## src/rtl/traffic_light_timed.sv

```systemverilog
// traffic_light_timed
//   Timed road/pedestrian crossing controller. Six phases:
//   GREEN, YELLOW, ALLRED1, WALK, PEDCLR and ALLRED2. Each phase has a
//   duration counter that only advances on tick strobes. Road green has a
//   guaranteed minimum, and a pedestrian request is latched so that a short
//   button press is never lost.
// Ports
//   clock       rising-edge system clock
//   clear       asynchronous active-high reset
//   tick        time-base strobe; phase timers advance only when it is high
//   waiting     pedestrian request (level or single-cycle pulse)
//   traffic     road lamp      (2=green, 1=yellow, 0=red)
//   crossing    pedestrian lamp (same encoding)
//   req_pending latched request not yet served
//   walk_start  one-cycle pulse in the first cycle of WALK
//   phase       current state code
module traffic_light_timed #(
  parameter int CNT_W     = 8,
  parameter int MIN_GREEN = 10,
  parameter int YELLOW_T  = 3,
  parameter int ALLRED_T  = 2,
  parameter int WALK_T    = 8,
  parameter int PEDCLR_T  = 4
) (
  input  logic       clock,
  input  logic       clear,
  input  logic       tick,
  input  logic       waiting,
  output logic [1:0] traffic,
  output logic [1:0] crossing,
  output logic       req_pending,
  output logic       walk_start,
  output logic [2:0] phase
);

  localparam logic [2:0] S_GREEN   = 3'd0;
  localparam logic [2:0] S_YELLOW  = 3'd1;
  localparam logic [2:0] S_ALLRED1 = 3'd2;
  localparam logic [2:0] S_WALK    = 3'd3;
  localparam logic [2:0] S_PEDCLR  = 3'd4;
  localparam logic [2:0] S_ALLRED2 = 3'd5;

  localparam logic [1:0] L_RED    = 2'd0;
  localparam logic [1:0] L_YELLOW = 2'd1;
  localparam logic [1:0] L_GREEN  = 2'd2;

  // Each phase starts its timer at D-1, so a phase lasts exactly D ticks.
  function automatic logic [CNT_W-1:0] load_val(input logic [2:0] s);
    case (s)
      S_YELLOW:             load_val = CNT_W'(YELLOW_T - 1);
      S_ALLRED1, S_ALLRED2: load_val = CNT_W'(ALLRED_T - 1);
      S_WALK:               load_val = CNT_W'(WALK_T - 1);
      S_PEDCLR:             load_val = CNT_W'(PEDCLR_T - 1);
      default:              load_val = CNT_W'(MIN_GREEN - 1);
    endcase
  endfunction

  logic [2:0]       state_q, state_d;
  logic [CNT_W-1:0] timer_q, timer_d;
  logic             req_q, req_d;
  logic             ws_q, ws_d;
  logic             enter_walk;

  always_comb begin
    state_d = state_q;
    timer_d = timer_q;
    if (state_q > S_ALLRED2) begin
      // Unreachable codes recover straight into a fresh GREEN.
      state_d = S_GREEN;
      timer_d = load_val(S_GREEN);
    end else if (tick) begin
      if (timer_q != '0) begin
        timer_d = timer_q - CNT_W'(1);
      end else begin
        case (state_q)
          S_GREEN:   if (req_q) state_d = S_YELLOW;
          S_YELLOW:  state_d = S_ALLRED1;
          S_ALLRED1: state_d = S_WALK;
          S_WALK:    state_d = S_PEDCLR;
          S_PEDCLR:  state_d = S_ALLRED2;
          S_ALLRED2: state_d = S_GREEN;
          default:   state_d = S_GREEN;
        endcase
        // A GREEN with no request keeps its expired timer at 0.
        if (state_d != state_q) timer_d = load_val(state_d);
      end
    end
  end

  assign enter_walk = (state_d == S_WALK) && (state_q != S_WALK);

  // Requests during WALK are ignored. Entering WALK consumes the request,
  // and that clear wins over a press on the same edge.
  always_comb begin
    req_d = req_q;
    if (waiting && (state_q != S_WALK)) req_d = 1'b1;
    if (enter_walk)                     req_d = 1'b0;
    ws_d = enter_walk;
  end

  always_ff @(posedge clock or posedge clear) begin
    if (clear) begin
      state_q <= S_GREEN;
      timer_q <= CNT_W'(MIN_GREEN - 1);
      req_q   <= 1'b0;
      ws_q    <= 1'b0;
    end else begin
      state_q <= state_d;
      timer_q <= timer_d;
      req_q   <= req_d;
      ws_q    <= ws_d;
    end
  end

  // Lamps decode from registered state only.
  always_comb begin
    traffic  = L_RED;
    crossing = L_RED;
    case (state_q)
      S_GREEN:  traffic  = L_GREEN;
      S_YELLOW: traffic  = L_YELLOW;
      S_WALK:   crossing = L_GREEN;
      S_PEDCLR: crossing = L_YELLOW;
      default:  ;
    endcase
  end

  assign req_pending = req_q;
  assign walk_start  = ws_q;
  assign phase       = state_q;

endmodule
```

## config.mk

```make
export PLATFORM = sky130hd
export DESIGN_NAME = traffic_light_timed
export DESIGN_NICKNAME = d
export VERILOG_FILES = /design/src/rtl/traffic_light_timed.sv
export SDC_FILE = /design/constraint.sdc
export NUM_CORES = 1
export LEC_CHECK = 0
export BUFFER_PORTS_ARGS = -buffer_cell sky130_fd_sc_hd__buf_4
export CELL_PAD_IN_SITES_DETAIL_PLACEMENT = 0
export CELL_PAD_IN_SITES_GLOBAL_PLACEMENT = 1
export CORE_ASPECT_RATIO = 0.6
export CORE_MARGIN = 3
export CORE_UTILIZATION = 36
export CTS_CLUSTER_DIAMETER = 150
export DETAILED_ROUTE_END_ITERATION = 16
export GPL_TIMING_DRIVEN = 1
export HOLD_SLACK_MARGIN = 0.02
export PLACE_DENSITY = 0.71
export REMOVE_ABC_BUFFERS = 1
export SYNTH_ARGS = -nofsm -noshare
export SYNTH_HDL_FRONTEND = slang
export SYNTH_SLANG_ARGS = --single-unit
```

## constraint.sdc

```tcl
create_clock -name clock -period 2.05 [get_ports clock]
set_input_delay 0.205 -clock clock [delete_from_list [all_inputs] [get_ports clock]]
set_output_delay 0.205 -clock clock [all_outputs]
set_load 0.05 [all_outputs]
```

==> flow_results.org, run 1 <==
** Global routing
- Pin count of the biggest net entering global routing :: 14
- Gr usage total :: 16.87%
- First-pass GRT wire length :: 3.636 mm
- The number of global-route vias before repair is 735.
- The initial antenna violation count was 0.
- Global routing finished with a remaining overflow of 0.

** Timing
- After layout, the worst path uses 94.38% of the clock period.
- Derived from the worst setup path, the maximum achievable clock frequency is 0.5169 GHz.
- For the final database, setup skew stands at 0.002810 ns.
- Worst path setup slack after routing :: 0.1153 ns
- For the pin with the worst max-slew slack, the measured transition is 0.5263 ns.
- RSZ-0062 raised after global routing :: false
- In this run the tightest slew margin relative to its limit is 64.87%.
- Hold WS :: -0.003202 ns
- After layout, the minimum clock period comes to 1.935 ns.
- The final max-slew violation count was 0.
- The hold violation count in the final report is 6.
- Setup violations remaining at the end of the flow were counted as 0.

** Detailed routing
- Via count :: 810
- The pre-antenna-repair detailed-routing pass consisted of 4 iterations.
- In the routed layout, each cell is associated on average with a via count of 5.664.
- Once detail routing completed, the nets flagged for antenna violations numbered 0.
- The routed design has 2.215 mm of wire.
- Violation count after the first detailed-routing iteration :: 59
- In the final routed layout, each cell accounts on average for 15.49 um.
- DRC violations left :: 0

** CTS
- For this design, the sink count on the clock tree is 13.
- In this run the number of H-tree levels came out at 1.
- Postcts setup bufs :: 0
- After clock tree synthesis, the flow added hold-fix buffers numbering 0.
- CTS resizes :: 0
- Longest Clk Path Bufs :: 2
- Clock transition at the registers of the reported paths :: 0.06 ns
- TritonCTS built the clock tree.
- Clock latency on the worst-skew pair :: 0.24 ns
- Cts bufs inserted :: 3
- Clock root cell :: sky130_fd_sc_hd__clkbuf_8

** Yosys
- Sequential elements use 39.10% of the synthesized area.
- Area share of the largest cell type after synthesis :: 32.84%
- Among all flip-flop cells after synthesis, the most frequent one is sky130_fd_sc_hd__dfrtp_1.
- In the synthesized netlist, the number of instances is 97.
- Fraction of registers with async set or reset after synthesis :: 100.0%
- The synthesized design spends more area on one cell type than any other, namely sky130_fd_sc_hd__dfrtp_1.
- Count of flip-flops with a built-in enable after synthesis :: 0
- Top cell types by occurrence after synthesis :: sky130_fd_sc_hd__dfrtp_1, sky130_fd_sc_hd__a21oi_1, sky130_fd_sc_hd__nand2_1
- In this run the mean area of a mapped cell was 8.642 um^2.
- The number of different library cells used by synthesis comes to 36.
- Most common cell in the netlist :: sky130_fd_sc_hd__dfrtp_1
- Synth Register Bits :: 13
- The Yosys step of the flow raised 0 warnings.
- Summing every instance area after synthesis gives 838.3 um^2.
- Leading post-synthesis cells by cell area :: sky130_fd_sc_hd__dfrtp_1, sky130_fd_sc_hd__dfstp_2, sky130_fd_sc_hd__a21oi_1

** Placed design
- Timing analysis after detailed placement gives a worst setup slack of 0.1152 ns.
- Once placement completed, the tool counted placed cells totaling 139.
- Global placer's final weighted congestion :: 0.8255
- Number of buffer cells added on primary ports :: 12
- Summed over all nets, the half-perimeter wirelength after detailed placement is 1.674 mm.

** Floorplanning
- Number of top-level pins :: 13
- Initial core utilization :: 41.67%
- Area of the die :: 0.002963 mm^2
- The die is 43.38 um tall.
- Placeable core region :: 0.002012 mm^2
- After floorplanning, the core was divided into 12 placement rows.
- Die width :: 68.30 um

** Critical path
- For the worst setup path, the data arrival time is 2.07 ns.
- In this run the register-to-register setup slack is 0.12 ns.
- STA classifies the critical path startpoint as a register.
- The worst register-to-register path begins at timer_q[2]$_DFFE_PP0P_.
- The worst register-to-register path has a depth of 4.
- Type of destination of the critical path :: register
- The critical path is of the register to register type.
- In this run the critical register-to-register path is captured at timer_q[7]$_DFFE_PP0P_.
- Critical path data required time :: 2.18 ns
- In this run the worst path has a maximum fanout of 7.

** Power and ir drop
- Summed over all cells, the static leakage comes to 0.4728 nW.
- Worst ir drop on vdd :: 0.0005787 V
- Dividing total power by cell area gives a power density of 1416 mW/mm^2.

** Cells and area
- Non-filler cells, final :: 143
- Total number of nets in the final design :: 122
- In the final layout, the share of cells above drive strength 1 is 26.09%.
- Antenna diode instance count :: 0
- Compared with the post-synthesis result, the final layout area differs by 24.78%.

** Status
- The checks that failed: hold timing.
- Result of the run :: finished with violations

** Run
- The tool flagged a number of max-cap violations equal to 0.

** Min path
- The tightest min-delay check is of the primary input to async pin type.
through the flow:
| step | total power, W | instance area [um^2] | util (%) | TNS (ns) | hold slack [ns] |
|---|---|---|---|---|---|
| global placement | 0.001240 | 1001 | 49.75 | 0 | 0.2872 |
| CTS | 0.001472 | 1046 | 51.99 | 0 | 0.02807 |
| finish | 0.001481 | 1046 | 51.99 | 0 | -0.003202 |
| floorplan | 0.0009763 | 815.8 | - | -0.2400 | 0.08053 |
| detailed placement | 0.001234 | 1001 | 49.75 | 0 | 0.2853 |
| global route | 0.001579 | 1046 | 51.99 | 0 | 0.03259 |
kinds of logic after synthesis:
kind of cell | Yosys count | synth area share [%]
fa+ha+maj | 2 | 2.985
compound gates | 30 | 24.18
xor+xnor | 1 | 1.045
simple gates | 38 | 26.12
flops | 13 | 39.10
buf+inv | 12 | 5.373
mux | 1 | 1.194
layout make-up:
class                           count  area, um^2
Fill cell                         194       965.9
Multi-Input combinational cell     72       465.4
Sequential cell                    13       327.8
Timing Repair Buffer               20       150.1
Clock buffer                        4       45.04
Tap cell                           28       35.03
Inverter                            6       22.52
metal layers:
metal	track usage [%]	wire, um
met5	0	0
met3	7.254	155
met2	21.26	889
met4	4.743	20
met1	25.52	1151
report_power, final:
group | total (W) | internal (W) | switching, W
sequential | 0.000467 | 0.000354 | 0.000112
clock | 0.000235 | 0.000137 | 0.0000978
combinational | 0.000779 | 0.000281 | 0.000497
total | 0.00148 | 0.000773 | 0.000708
flip-flops by register name (all words and copies together), names as in the netlist:
register and cells:
req_pending 1, walk_start 1, phase 3, timer_q 8
critical path, stage by stage (launching register included):
cell and delay [ns]:
sky130_fd_sc_hd__dfrtp_1 0.45, sky130_fd_sc_hd__or4_4 0.53, sky130_fd_sc_hd__or4_1 0.44, sky130_fd_sc_hd__and3_1 0.20, sky130_fd_sc_hd__a211o_1 0.21
placed cells by master (no fill, tap or decap), drive strengths merged, types with 3 or more instances in the layout:
cell type and count:
buf 20, dfrtp 11, nand2 9, a21oi 9, inv 6, a31oi 5, nor2 5, nand2b 4
or4 4, clkbuf 4, a211oi 3, nor3 3, o21ai 3, o31ai 3
how the worst max path moves through the flow:
stage,start,to,slack [ns],cells after the start
after global placement,timer_q[5]$_DFFE_PP0P_,timer_q[2]$_DFFE_PP0P_,0.11,4
after floorplan,phase[2]$_DFF_PP0_,timer_q[0]$_DFFE_PP1P_,-0.12,2
final,timer_q[2]$_DFFE_PP0P_,timer_q[7]$_DFFE_PP0P_,0.12,4
after global routing,timer_q[0]$_DFFE_PP1P_,timer_q[2]$_DFFE_PP0P_,0.02,6
after detailed placement,timer_q[2]$_DFFE_PP0P_,timer_q[7]$_DFFE_PP0P_,0.12,4
after CTS,timer_q[2]$_DFFE_PP0P_,timer_q[7]$_DFFE_PP0P_,0.11,4
Power figures use the tool's default switching activity.
==> run 2: changes to the inputs <==
--- a/config.mk
+++ b/config.mk
@@ -5,6 +5,7 @@
 export SDC_FILE = /design/constraint.sdc
 export NUM_CORES = 1
 export LEC_CHECK = 0
+export ABC_AREA = 1
 export BUFFER_PORTS_ARGS = -buffer_cell sky130_fd_sc_hd__buf_4
 export CELL_PAD_IN_SITES_DETAIL_PLACEMENT = 0
 export CELL_PAD_IN_SITES_GLOBAL_PLACEMENT = 1
==> run 2 against run 1 <==
Against the previous run:
- cell count grew 9.8%
- the run now ends clean
- die area grew 5.0%
- wire length shrank 9.9%
- highest routed layer is now met3
- register-to-register slack gained 0.30 ns
- maximum frequency grew 19%
- critical endpoint is now timer_q[2]$_DFFE_PP0P_
- via count shrank 12%
==> flow_results.org, run 2 <==
** Status
- The flow ran to the end, and the final reports show no timing, DRC or antenna violations.

** Power and ir drop
- Share of total power in sequential cells :: 29.1% (-2.4 points)
- Power density over the cells :: 1868 mW/mm^2 (+32%)
- Share of total power in the clock network :: 11.6% (-4.3 points)
- The maximum vdd drop is 0.0007260 V (+25%).
- The share of power burned in combinational logic came to 59.3% (+6.7 points).
- Cell Int Power :: 0.0009266 W (+20%)
- The power spent charging and discharging nets is 0.001051 W (+48%).
- The power after layout was 0.001978 W (+34%).
- The net switching share of the total power was 53.14% (+5.3 points).
- The leakage power total was 0.5224 nW (+10%).

** Min path
- The min-delay analysis places its worst path in the category primary input to register.
- The worst hold path passes through 3 cells.

** Yosys
- Sequential fraction of the synthesis area :: 37.01% (-2.1 points)
- The number of register bits inferred by synthesis was 13 (unchanged).
- The post-synthesis instance total is 111 (+14%).
- The simple-gate portion of the synthesized area was 34.18% (+8.1 points).
- The number of distinct library cell variants in the gate-level netlist after synthesis was 27 (-25%).
- Synth Area in Adders :: 2.825% (-0.16 points)
- Most common cell in the netlist :: sky130_fd_sc_hd__nand2_1
- Leading post-synthesis cells by cell area :: sky130_fd_sc_hd__dfrtp_1, sky130_fd_sc_hd__nand2_1, sky130_fd_sc_hd__dfstp_2
- Most instantiated flip-flop cell in the synthesis netlist :: sky130_fd_sc_hd__dfrtp_1
- Area share of the largest cell type after synthesis :: 31.07% (-1.8 points)
- Syn Std Cell Area :: 885.9 um^2 (+5.7%)
- The fraction of the mapped netlist area in compound gates was 14.27% (-9.9 points).
- Post-synthesis cell type with the largest combined area :: sky130_fd_sc_hd__dfrtp_1
- Share of synthesized area spent on multiplexers :: 0% (-1.2 points)
- Fraction of registers with async set or reset after synthesis :: 100.0% (unchanged)
- Synthesis warning total :: 0 (unchanged)
- The share of the synthesized netlist area taken by xor and xnor gates is 4.944% (+3.9 points).
- Dominant combinational cell family by area after synthesis :: simple AND/OR/NAND/NOR gates
- Count of flip-flops with a built-in enable after synthesis :: 0 (unchanged)
- The commonest cells after synthesis are sky130_fd_sc_hd__nand2_1, sky130_fd_sc_hd__nor2_1, sky130_fd_sc_hd__inv_1.
- The mean cell area of the mapped netlist is 7.981 um^2 (-7.7%).

** CTS
- The source-to-sink clock delay at the later pin of the worst-skew pair is 0.24 ns (about the same).
- TritonCTS sink count :: 13 (unchanged)
- The clock transition at the registers of the reported paths is 0.05 ns (about the same).
- Clock tree from TritonCTS :: built
- The root buffer cell chosen for the clock tree is sky130_fd_sc_hd__clkbuf_8.
- The clock tree buffer depth is 2 (unchanged).
- The post-cts gate resize count came to 0 (unchanged).
- The total CTS buffers is 3 (unchanged).
- The H-tree depth was 1 (unchanged).

** Critical path
- Longest individual stage delay on the worst path :: 0.56 ns (+0.03 ns)
- Gate family responsible for the most delay along the worst path :: flip-flops
- The worst setup path is captured at a register.
- Slowest stage cell on the critical path :: sky130_fd_sc_hd__dfstp_2
- Traced cell by cell, the critical path runs through inv_1 > ha_1 > nand2_2 > nor2_8 > a21boi_2 > nor2_4 > nand2_1 > o21ai_1.
- The number of buffer and inverter stages on the critical path is 1 (+1).
- The arrival time at the worst endpoint is 1.75 ns (-0.32 ns).
- STA classifies the critical path startpoint as a register.
- The worst-path maximum fanout was 10 (+3).
- Critical path data required time :: 2.17 ns (about the same)
- The critical path is of the register to register type.
- Worst Reg2Reg Path Length in Cells :: 8 (+4)
- The count of cell instances traversed by the critical path is 8 (+4).

** Detailed routing
- Via count :: 713 (-12%)
- The final routed DRC violation total is 0 (unchanged).
- Violation count after the first detailed-routing iteration :: 33 (-44%)
- Total detailed-routing wirelength :: 1.995 mm (-9.9%)
- Length of the first detailed-routing pass in iterations :: 4 (unchanged)
- Post-detailed-route via-to-cell ratio :: 4.541 (-20%)
- Antenna-violating nets left :: 0 (unchanged)
- WL per Instance :: 12.71 um (-18%)

** Timing
- Part of the cycle the worst path needs :: 79.57% (-15 points)
- Clock Skew :: 0.004350 ns (+0.001540 ns)
- Worst-case headroom to the max-slew limit :: 66.20% (+1.3 points)
- Number of failing setup endpoints in the final timing report :: 0 (unchanged)
- Setup repair after global routing left no endpoint under its margin.
- Final Hold Vio Count :: 0 (-6)
- Final critical path time including I/O delays and setup :: 1.631 ns (-0.3036 ns)
- The worst-margin pin slew is 0.5065 ns (-0.01986 ns).
- The final max-slew violation count was 0 (unchanged).
- The peak clock frequency supported by timing is 0.6131 GHz (+19%).
- Hold WS :: 0.2506 ns (+0.2538 ns)

** Placed design
- The placed cell count was 152 (+9.4%).
- The half-perimeter wire length of the detailed placement result is 1.525 mm (-8.9%).
- The number of I/O port buffers came to 12 (unchanged).
- The final weighted congestion of routability-driven global placement is 0.8363 (+1.3%).

** Cells and area
- Most frequent cells in the layout :: sky130_fd_sc_hd__nand2_1, sky130_fd_sc_hd__nor2_1, sky130_fd_sc_hd__inv_1, sky130_fd_sc_hd__buf_4, sky130_fd_sc_hd__dfrtp_1
- Non-filler cells, final :: 157 (+9.8%)
- The antenna diode count came to 0 (unchanged).
- The fraction of final layout cells with drive strength greater than 1 was 29.92% (+3.8 points).
- The post-layout utilization of the core came to 47.16% (-4.8 points).
- Area growth from synthesis to final layout :: 19.49%
- Largest register FFs :: 8 (unchanged)
- Total number of nets in the final design :: 134 (+9.8%)
- Register containing the most flip-flops in the final layout :: timer_q
- Most common cell after layout, fill and taps aside :: sky130_fd_sc_hd__nand2_1

** Floorplanning
- The I/O pin count came to 13 (unchanged).
- Die width :: 70.04 um (+2.6%)
- The number of placement rows came to 13 (+1).
- The starting density of the core is 39.46% (-2.2 points).
- Die height :: 44.43 um (+2.4%)
- Placeable core region :: 0.002245 mm^2 (+12%)
- Area of the die :: 0.003112 mm^2 (+5.0%)

** Global routing
- Gr usage total :: 14.66% (-2.2 points)
- Vias in the first global route :: 710 (-3.4%)
- The largest net degree at the start of global routing came to 14 (unchanged).
- The initial antenna violation count was 0 (unchanged).
- First-pass GRT wire length :: 3.470 mm (-4.6%)
- Global route total overflow :: 0 (unchanged)

** Run
- The total of max-cap violations came to 0 (unchanged).
run 2: changes by cell type after synthesis, sizes merged, moves of 3 or more:
cell | previous run | this run
a31oi | 5 | 0
nand3 | 2 | 6
nor2 | 5 | 21
nand2b | 4 | 0
clkbuf | 5 | 0
o21ai | 3 | 11
inv | 6 | 13
or4 | 4 | 0
xor2 | 0 | 3
o31ai | 3 | 0
nand2 | 9 | 25
run 2: timing repair:
action,4_1_cts,5_1_grt
hold buffers,1,0
endpoints found under the hold margin,11,0
buffers inserted,0,0
run 2: power groups by stage:
stage / Clock, W / Combinational (W) / Sequential [W]
after floorplan: 0 / 0.000800 / 0.000660
after global placement: 0 / 0.00118 / 0.000569
after detailed placement: 0 / 0.00117 / 0.000572
after CTS: 0.000240 / 0.00118 / 0.000570
after global routing: 0.000253 / 0.00130 / 0.000594
final: 0.000230 / 0.00117 / 0.000576
run 2: layer usage:
metal	up-vias	global-route usage, %	routed length, um
met5	-	0	0
met4	0	3.817	0
met3	0	4.082	68
met2	12	19.32	728
met1	312	23.00	1198
li1	389	-	-
run 2: cells by family after synthesis:
group / count (synthesis)
adder cells (fa/ha/maj): 2
AND/OR/NAND/NOR: 56
buffers and inverters: 14
XOR/XNOR: 5
AO/OA/AOI/OAI: 21
flip-flops: 13
run 2: path summary, 6_finish.rpt:
path,endpoint,start,slack (ns)
setup / recovery,timer_q[2]$_DFFE_PP0P_,timer_q[0]$_DFFE_PP1P_,0.42
hold / removal,req_pending$_DFFE_PP0P_,waiting,0.25
setup reg to reg,timer_q[2]$_DFFE_PP0P_,timer_q[0]$_DFFE_PP1P_,0.42
hold reg to reg,timer_q[0]$_DFFE_PP1P_,timer_q[0]$_DFFE_PP1P_,0.50
max in group asynchronous,timer_q[0]$_DFFE_PP1P_,clear,1.14
min in group asynchronous,phase[0]$_DFF_PP0_,clear,0.55
run 2: final cells by class:
class,count,area (um^2)
Timing Repair Buffer,13,100.1
Clock inverter,1,5.005
Multi-Input combinational cell,84,498.0
Inverter,13,48.80
Fill cell,230,1186
Sequential cell,13,327.8
Clock buffer,3,41.29
Tap cell,30,37.54
run 2: tightest hold or removal path: stages:
cell	delay (ns)
sky130_fd_sc_hd__buf_4	0.08
sky130_fd_sc_hd__a21oi_1	0.07
sky130_fd_sc_hd__nor2_2	0.10
run 2: through the flow:
step / area, um^2 / worst slack, ns / setup TNS [ns]
final: 1059 / 0.4189 / 0
after global routing: 1059 / 0.2836 / 0
after CTS: 1059 / 0.4112 / 0
after detailed placement: 1002 / 0.4273 / 0
after global placement: 1002 / 0.4487 / 0
after floorplan: 874.6 / -0.04612 / -0.04612
==> run 3: changes to the inputs <==
--- a/config.mk
+++ b/config.mk
@@ -11,12 +11,12 @@
 export CELL_PAD_IN_SITES_GLOBAL_PLACEMENT = 1
 export CORE_ASPECT_RATIO = 0.6
 export CORE_MARGIN = 3
-export CORE_UTILIZATION = 36
+export CORE_UTILIZATION = 40
 export CTS_CLUSTER_DIAMETER = 150
 export DETAILED_ROUTE_END_ITERATION = 16
 export GPL_TIMING_DRIVEN = 1
 export HOLD_SLACK_MARGIN = 0.02
-export PLACE_DENSITY = 0.71
+export PLACE_DENSITY = 0.75
 export REMOVE_ABC_BUFFERS = 1
 export SYNTH_ARGS = -nofsm -noshare
 export SYNTH_HDL_FRONTEND = slang
==> constraint.sdc (replaced) <==
create_clock -name clock -period 1.6 [get_ports clock]
set_input_delay 0.16 -clock clock [delete_from_list [all_inputs] [get_ports clock]]
set_output_delay 0.16 -clock clock [all_outputs]
set_load 0.05 [all_outputs]
==> run 3 against run 2 <==
Against the previous run:
- sequential power is 26% higher
- sequential share of layout area is 1.9 points lower
- via count is 8.7% higher
- clock power is 32% higher
- wire length is 6.4% higher
- worst hold slack worse by 0.059 ns
- global-route usage is 1.3 points higher
- non-clock buffer count is 5 higher
- worst setup slack worse by 0.34 ns
- maximum frequency is 7.0% higher
- core utilization is 10 points higher
- sequential cell count stayed put
- critical path type unchanged
- highest routed layer is now met4
==> flow_results.org, run 3 (synthesis results as in run 2) <==
** Timing
- The worst-margin pin slew was 0.5196 ns (+0.01307 ns).
- Final critical path time including I/O delays and setup :: 1.524 ns (-0.1070 ns)
- The worst-case hold slack is 0.1919 ns (-0.05870 ns).
- Final Hold Vio Count :: 0 (unchanged)
- The peak clock frequency supported by timing was 0.6561 GHz (+7.0%).
- The final cycle utilization of the critical path came to 95.26% (+16 points).
- The final max-slew violation count is 0 (unchanged).
- The worst-case clock skew came to 0.004125 ns (-0.0002248 ns).
- The headroom to the max-slew limit is 65.32% (-0.87 points).
- Post-Route Setup TNS :: 0 ns (unchanged)
- Worst path setup slack after routing :: 0.07589 ns (-0.3430 ns)
- RSZ-0062 raised after global routing :: true
- Number of failing setup endpoints in the final timing report :: 0 (unchanged)

** Detailed routing
- Total detailed-routing wirelength :: 2.123 mm (+6.4%)
- The final routed DRC violation total was 0 (unchanged).
- Violation count after the first detailed-routing iteration :: 51 (+55%)
- The per-cell via count in the routed design came to 4.814 (+6.0%).
- The total number of vias came to 775 (+8.7%).
- The length of the first detailed-routing pass in iterations is 4 (unchanged).
- Antenna-violating nets left :: 0 (unchanged)
- The final routed wire length divided by cell count is 13.19 um (+3.8%).

** Placed design
- The half-perimeter wire length of the detailed placement result came to 1.593 mm (+4.5%).
- The number of I/O port buffers came to 12 (unchanged).
- The final weighted congestion of routability-driven global placement was 0.8064 (-3.6%).
- The pre-CTS worst setup slack came to -0.02238 ns (-0.4497 ns).
- Placed instance area :: 0.001015 mm^2 (+1.2%)

** Cells and area
- Antenna diode instance count :: 0 (unchanged)
- Area taken by multi-input logic gates :: 535.5 um^2 (+7.5%)
- Most frequent cells in the layout :: sky130_fd_sc_hd__nand2_1, sky130_fd_sc_hd__buf_4, sky130_fd_sc_hd__nor2_1, sky130_fd_sc_hd__inv_1, sky130_fd_sc_hd__dfrtp_1
- Total number of nets in the final design :: 140 (+4.5%)
- Storage cell area :: 329.1 um^2 (+0.38%)
- Share of final-layout standard cells stronger than drive strength 1 :: 36.84% (+6.9 points)
- Post-layout instance area :: 0.001132 mm^2 (+7.0%)
- The library cell used most frequently in the layout, excluding fill and tap cells, is sky130_fd_sc_hd__nand2_1.
- The number of flip-flops under the largest register name came to 8 (unchanged).
- Area growth from synthesis to final layout :: 27.83%
- Register containing the most flip-flops in the final layout :: timer_q
- Number of fill cells in the layout :: 198 (-14%)

** Status
- The run finished with clean final reports.

** Power and ir drop
- The share of power burned in combinational logic came to 61.7% (+2.4 points).
- Share of total power in sequential cells :: 27.0% (-2.1 points)
- The maximum vdd drop came to 0.001092 V (+50%).
- The power share of the clock group is 11.3% (-0.3 points).
- Cell Int Power :: 0.001261 W (+36%)
- Power density over the cells :: 2369 mW/mm^2 (+27%)
- The net switching share of the total power was 52.97% (-0.18 points).
- The leakage power total was 0.5650 nW (+8.2%).
- Net switching power of the design :: 0.001421 W (+35%)

** Critical path
- End of the worst register-to-register path :: req_pending$_DFFE_PP0P_
- Worst Reg2Reg Path Length in Cells :: 10 (+2)
- The critical path starts at timer_q[0]$_DFFE_PP1P_.
- The biggest cell delay along the critical path is 0.55 ns (about the same).
- CP Class :: register to register
- Logic depth of the worst path, buffers included :: 10 (+2)
- Grouping stages by cell kind, the critical path spends the most delay in simple AND/OR/NAND/NOR gates.
- Arr. time, crit path :: 1.66 ns (-0.09 ns)
- Slowest stage cell on the critical path :: sky130_fd_sc_hd__dfstp_2
- The startpoint identified for the worst register-to-register timing path is timer_q[0]$_DFFE_PP1P_.
- Bufs and invs on worst path :: 1 (unchanged)
- Chain of cells forming the critical path :: inv_2 > ha_2 > nand2_4 > nor2_8 > nand3_1 > nand2_1 > nor2_2 > nand2_2 > nor2_4 > nor2_2
- The required time at the endpoint of the critical path was 1.73 ns (-0.44 ns).
- The internal reg-to-reg setup slack came to 0.08 ns (-0.34 ns).
- Type of destination of the critical path :: register
- CP Max Fanout :: 7 (-3)
- The worst setup path is launched from a register.
- Cell repeated most along the worst path :: sky130_fd_sc_hd__nor2_2

** Global routing
- Vias in the first global route :: 721 (+1.5%)
- The initial antenna violation count is 0 (unchanged).
- The sum of overflow across all layers after global routing was 0 (unchanged).
- The total global-route track usage is 15.93% (+1.3 points).
- The largest net degree at the start of global routing was 14 (unchanged).
- The first-pass GRT wire length came to 3.353 mm (-3.4%).

** CTS
- The clock sink count was 13 (unchanged).
- Cts bufs inserted :: 3 (unchanged)
- The clock transition at the registers of the reported paths was 0.06 ns (about the same).
- The root buffer cell chosen for the clock tree is sky130_fd_sc_hd__clkbuf_8.
- Clock tree from TritonCTS :: built
- The source-to-sink clock delay at the later pin of the worst-skew pair was 0.25 ns (about the same).
- # H-tree levels :: 1 (unchanged)
- The clock tree buffer depth came to 2 (unchanged).

** Floorplanning
- Number of top-level pins :: 13 (unchanged)
- The die span in y came to 42.45 um (-4.4%).
- Die width :: 66.76 um (-4.7%)
- The core area is 0.001967 mm^2 (-12%).
- The number of placement rows was 12 (-1).
- Initial core utilization :: 45.04% (+5.6 points)
- Area of the die :: 0.002834 mm^2 (-8.9%)

** Min path
- The path class of the tightest hold or removal check is primary input to register.
- The number of cells on the worst hold path was 3 (unchanged).
- Source of the worst hold timing path :: waiting
- End point of the most critical hold path :: req_pending$_DFFE_PP0P_

** Run
- The total of max-cap violations came to 0 (unchanged).
## run 3: per-layer routing
layer	GRT usage, %	vias to the layer above	share of wire [%]
li1	-	401	-
met1	25.29	356	57
met2	19.69	16	38
met3	5.630	2	4.0
met4	3.644	0	0.80
met5	0	-	0
## run 3: power by group through the flow
stage | logic [W] | clock network [W] | registers [W]
detailed placement | 0.00156 | 0 | 0.000713
CTS | 0.00158 | 0.000307 | 0.000708
finish | 0.00165 | 0.000304 | 0.000723
floorplan | 0.00103 | 0 | 0.000845
global placement | 0.00156 | 0 | 0.000711
global route | 0.00182 | 0.000325 | 0.000745
## run 3: worst max path at each step
stage                              end
6_report       req_pending$_DFFE_PP0P_
5_1_grt        req_pending$_DFFE_PP0P_
4_1_cts        req_pending$_DFFE_PP0P_
3_5_place_dp    timer_q[2]$_DFFE_PP0P_
3_3_place_gp    timer_q[7]$_DFFE_PP0P_
2_1_floorplan               traffic[0]
## run 3: tightest hold or removal path, stage by stage
cell	delay [ns]
sky130_fd_sc_hd__buf_4	0.08
sky130_fd_sc_hd__a21oi_1	0.06
sky130_fd_sc_hd__nor2_2	0.10
## run 3: final cells by class
type / instances / area share [%]
Timing Repair Buffer: 18 / 12.15
Multi-Input combinational cell: 85 / 47.29
Inverter: 13 / 4.309
Clock inverter: 1 / 0.4420
Sequential cell: 13 / 29.06
Tap cell: 28 / 3.094
Clock buffer: 3 / 3.646
## run 3: metrics by stage
stage	power, W	util [%]	std cells
floorplan	0.001871	-	110
global placement	0.002272	51.59	152
detailed placement	0.002273	51.59	152
CTS	0.002591	54.83	157
global route	0.002885	57.57	161
finish	0.002682	57.57	161
## run 3: timing repair
action | CTS | global route
buffers inserted | 0 | 3
gates cloned | 0 | 1
hold buffers | 1 | 0
endpoints found under the setup margin | 7 | 10
gates resized for setup | 1 | 8
endpoints found under the hold margin | 11 | 0
pin swaps | 0 | 8
